**src/rtl/addsub_pkg.sv**
```systemverilog
// addsub_pkg: shared state encoding and operation codes for the serial add/sub unit
package addsub_pkg;
  typedef enum logic [1:0] {
    IDLE = 2'd0,
    RUN  = 2'd1,
    DONE = 2'd2
  } state_t;
  localparam logic OP_ADD = 1'b0;
  localparam logic OP_SUB = 1'b1;
endpackage

```
**src/rtl/fulladder.sv**
```systemverilog
// fulladder: single-bit full adder cell
module fulladder (
  input  logic a,
  input  logic b,
  input  logic cin,
  output logic s,
  output logic cout
);
  assign s    = a ^ b ^ cin;
  assign cout = (a & b) | (cin & (a ^ b));
endmodule

```
**src/rtl/addsub4_serial.sv**
```systemverilog
// addsub4_serial: bit-serial signed add/subtract through one full-adder slice
module addsub4_serial
  import addsub_pkg::*;
#(
  parameter int WIDTH = 4
) (
  input  logic             clk,
  input  logic             rst,
  input  logic             start,
  input  logic             op,
  input  logic [WIDTH-1:0] a,
  input  logic [WIDTH-1:0] b,
  input  logic             c_in,
  output logic             busy,
  output logic             done,
  output logic [WIDTH-1:0] sum,
  output logic             c_out,
  output logic             ovf,
  output logic [WIDTH:0]   num
);
  localparam int CW = $clog2(WIDTH);
  state_t           r_state;
  logic [WIDTH-1:0] r_a;
  logic [WIDTH-1:0] r_b;
  logic [WIDTH-1:0] r_sh;
  logic             r_carry;
  logic             r_cmsb;
  logic [CW-1:0]    r_cnt;
  logic             w_s;
  logic             w_cout;
  logic             w_last;
  logic             w_ovf;
  fulladder u_fa (
    .a   (r_a[0]),
    .b   (r_b[0]),
    .cin (r_carry),
    .s   (w_s),
    .cout(w_cout)
  );
  assign w_last = r_cnt == CW'(WIDTH - 1);
  // In DONE the carry flop holds the carry out of the MSB slice
  assign w_ovf  = r_cmsb ^ r_carry;
  // Control FSM, operand/sum shift registers and registered results
  always_ff @(posedge clk or posedge rst) begin
    if (rst) begin
      r_state <= IDLE;
      r_a     <= '0;
      r_b     <= '0;
      r_sh    <= '0;
      r_carry <= 1'b0;
      r_cmsb  <= 1'b0;
      r_cnt   <= '0;
      busy    <= 1'b0;
      done    <= 1'b0;
      sum     <= '0;
      c_out   <= 1'b0;
      ovf     <= 1'b0;
      num     <= '0;
    end else begin
      done <= 1'b0;
      case (r_state)
        IDLE: if (start) begin
          r_a     <= a;
          r_b     <= (op == OP_SUB) ? ~b : b;
          r_carry <= (op == OP_SUB) ? ~c_in : c_in;
          r_cnt   <= '0;
          r_sh    <= '0;
          busy    <= 1'b1;
          r_state <= RUN;
        end
        RUN: begin
          r_a     <= r_a >> 1;
          r_b     <= r_b >> 1;
          r_sh    <= {w_s, r_sh[WIDTH-1:1]};
          r_carry <= w_cout;
          r_cnt   <= r_cnt + 1'b1;
          if (w_last) begin
            r_cmsb  <= r_carry;
            busy    <= 1'b0;
            r_state <= DONE;
          end
        end
        DONE: begin
          sum     <= r_sh;
          c_out   <= r_carry;
          ovf     <= w_ovf;
          num     <= {r_sh[WIDTH-1] ^ w_ovf, r_sh};
          done    <= 1'b1;
          r_state <= IDLE;
        end
        default: r_state <= IDLE;
      endcase
    end
  end
endmodule

```
**config.mk**
```make
export PLATFORM = sky130hd
export DESIGN_NAME = addsub4_serial
export DESIGN_NICKNAME = d
export VERILOG_FILES = /design/src/rtl/addsub_pkg.sv /design/src/rtl/fulladder.sv /design/src/rtl/addsub4_serial.sv
export SDC_FILE = /design/constraint.sdc
export NUM_CORES = 1
export LEC_CHECK = 0
export ABC_AREA = 1
export CAP_MARGIN = 30
export CELL_PAD_IN_SITES_DETAIL_PLACEMENT = 1
export CELL_PAD_IN_SITES_GLOBAL_PLACEMENT = 1
export CORE_MARGIN = 8
export CORE_UTILIZATION = 40
export CTS_CLUSTER_SIZE = 40
export DETAILED_ROUTE_END_ITERATION = 12
export GPL_TIMING_DRIVEN = 0
export PLACE_DENSITY_LB_ADDON = 0.2
export SYNTH_ARGS = -nofsm -noshare
export SYNTH_HDL_FRONTEND = slang
export SYNTH_SLANG_ARGS = --single-unit
```
**constraint.sdc**
```tcl
create_clock -name clk -period 1.8 [get_ports clk]
set_input_delay 0.45 -clock clk [delete_from_list [all_inputs] [get_ports clk]]
set_output_delay 0.45 -clock clk [all_outputs]
set_load 0.01 [all_outputs]
```
==> run_results.csv <==
group,metric,value,unit
layout,fin_cells,215,
cts,clkTransAtPathRegs,0.15,ns
global_route,grt_pass1_vias,1097,
synthesis,synth-seq-cells,27,
placement,post-dp-hpwl,2121,um
detailed_routing,drc,0,
pwr,leakagePower,0.8179,nW
cts,cts_hold_buf,0,
setup_path,crit_required,1.35,ns
detailed_routing,drtAntennaViolNets,0,
setup_path,arrival,1.28,ns
die,start_util,0.4193,
setup_path,critPathTopFamily,"buffers and inverters",
min_path,hp-class,"in2async",
synthesis,syn-num-nets,156,
synthesis,syn_area,0.001280,mm2
die,die_y,72.57,um
sta,rsz0062_at_grt,"no",
cts,ctsHtreeMaxLevel,1,
setup_path,path_class,"reg2out",
layout,finalNetCount,187,
detailed_routing,via_per_inst,4.735,
synthesis,synth_cell_type_count,23,
setup_path,cp-end-kind,"output pin",
layout,fin_area,0.001632,mm2
synthesis,synth_top_area_share,0.5279,
synthesis,synth.mux.area_fraction,0,
global_route,grt_pass1_wl,4843,um
detailed_routing,routedWlPerCell,12.96,um
detailed_routing,met2WireLength,1366,um
sta,tns,0,ns
global_route,grtUsageTotal,0.1151,
setup_path,cpMaxStageDelayCell,"clkdlybuf4s50_1",
synthesis,netlist.top_cell.by_area,"dfrtp_1",
synthesis,synth_top_family_by_area,"simple AND/OR/NAND/NOR gates",
layout,num_antenna_cells,0,
sta,setup_violations,0,
detailed_routing,wl_met3,172,um
global_route,gr-total-overflow,0,
placement,place_area,0.001603,mm2
sta,maxSlewHeadroom,0.7011,
die,core,0.003053,mm2
layout,synthToLayoutAreaGrowth,27.47,%
pwr,powerDensity,1594,mW/mm2
sta,slew_violations,0,
sta,finalHoldViolations,0,
synthesis,yosys_warnings,0,
layout,final_util,0.5344,
setup_path,critical_path.startpoint_type,"flop",
pwr,intPower,1.571,mW
sta,timing.final.crit_share,0.9609,
setup_path,path_cells,"clkdlybuf4s50_1",
sta,period_minus_slack,1.730,ns
cts,cts_tree,"done",
die,rows,20,
sta,clock.fmax,0.5782,GHz
sta,fin_skew,0.006674,ns
synthesis,yosys.area_share.simple,0.2336,
sta,tightestPinTransition,0.4479,ns
synthesis,synth.avg_cell_area,9.078,um2
detailed_routing,met1Wirelength,1205,um
pwr,pwr-share-clk,0.102,
detailed_routing,wl,2787,um
synthesis,synth_compound_area_frac,0.08113,
setup_path,max_stage_delay,0.56,ns
synthesis,synth.area.top_cells,"dfrtp_1, nand2_1, nand3_1, inv_1, o22ai_2",
detailed_routing,vias,1018,
synthesis,synth_most_common_cell,"nand2_1",
die,ioPinCount,26,
die,die_area,0.005266,mm2
sta,holdWs,0.4331,ns
global_route,antenna_found_initial,0,
layout,multi_input_area,470.5,um2
pwr,swShare,0.3961,
setup_path,crit_path_max_fanout,3,
cts,clock-sinks,27,
cts,root_buffer,"clkbuf_4",
detailed_routing,dr.first_iter.drc_count,42,
layout,layout-drive-gt1-share,0.1579,
synthesis,ys.flop_type,"dfrtp_1",
synthesis,async_flop_share,1.000,
cts,clk_path_buf_depth,2,
synthesis,netlist_instances,141,
pwr,p_sw,1.030,mW
pwr,vdd_drop_max,0.5004,mV
global_route,grt_max_degree,20,
layout,seq_area,675.6,um2
placement,io_buffers,24,
placement,routabilityCongestion,0.7614,
detailed_routing,dr.pass1.iters,4,
placement,dp.cells,210,
die,die_w,72.57,um
synthesis,synth_edf_count,0,
synthesis,synth_commonest_cells,"nand2_1, dfrtp_1, nand3_1",
synthesis,yosysSeqAreaShare,0.5279,
synthesis,synth_xor_area_frac,0.02737,
detailed_routing,routed.top_layer,"met4",
run,drv_cap,0,
setup_path,critPathBufInv,1,
pwr,combPwrFrac,0.504,
cts,clock_latency,0.32,ns
pwr,share_seq_of_total_power,0.394,
outcome,status,"completed",
synthesis,synth-adder-area-share,0.02542,
layout,fillers,367,
cts,numCtsBuffers,3,
through the flow:
stage,total power [mW],setup slack (ns)
2_1_floorplan,1.891,0.6350
3_3_place_gp,2.322,0.08632
3_5_place_dp,2.397,0.2584
4_1_cts,2.652,0.04879
5_1_grt,2.850,0.005218
6_report,2.601,0.07046
cells in the final DEF, fill, tap and decap left out, types with 3 or more instances in the layout:
cell type,count
nand3_1,15
clkbuf_4,3
xor2_1,3
o22ai_2,4
clkdlybuf4s50_1,20
dlygate4sd2_1,4
o21ai_1,8
inv_2,3
dfrtp_1,27
nand2_1,46
inv_1,14
buf_4,6
registers in the layout, indices dropped and copies added, names as in the netlist:
signal / count
r_carry: 1
ovf: 1
r_cnt: 2
busy: 1
num: 2
r_b: 4
sum: 3
r_state: 2
done: 1
r_sh: 4
c_out: 1
r_cmsb: 1
r_a: 4
timing repair:
action                                 CTS  global route
resized for setup                        4             0
endpoints found under the hold margin    0             0
buffers inserted                         1             0
setup endpoints to repair                4             0
power groups by stage:
stage               Sequential (mW)  Clock [mW]  Combinational [mW]
finish                         1.03       0.264                1.31
global route                   1.06       0.300                1.49
CTS                            1.03       0.279                1.34
detailed placement             1.04           0                1.35
global placement               1.02           0                1.30
floorplan                      1.05           0               0.839
area by class of cell:
type,count,share of cell area
flip-flops and latches,27,0.4141
repair buffers,26,0.1656
inverters,17,0.03911
well taps,44,0.03374
multi-input cells,88,0.2883
clock buffers,4,0.01610
plain buffers,9,0.04294
worst paths after layout:
path	start	end	slack, ns	cells after the start
max	sum[0]$_DFFE_PP0P_	num[0]	0.07	1
min	rst	num[3]$_DFFE_PP0P_	0.43	2
max reg2reg	r_carry$_DFFE_PP0P_	r_sh[3]$_DFFE_PP0P_	0.54	3
min reg2reg	busy$_DFFE_PP0P_	busy$_DFFE_PP0P_	0.49	2
max in group asynchronous	rst	r_cnt[0]$_DFFE_PP0P_	0.93	3
min in group clk	busy$_DFFE_PP0P_	busy$_DFFE_PP0P_	0.49	2
metal layers:
layer | up-vias | global-route usage
met5 | - | 0
met4 | 0 | 0.05111
met3 | 5 | 0.03297
met2 | 28 | 0.1918
met1 | 486 | 0.1331
li1 | 499 | -
cell families after synthesis:
family / count (synthesis)
flops: 27
xor+xnor: 4
fa+ha+maj: 2
compound gates: 14
simple gates: 68
buf+inv: 26
Power figures use the tool's default switching activity.
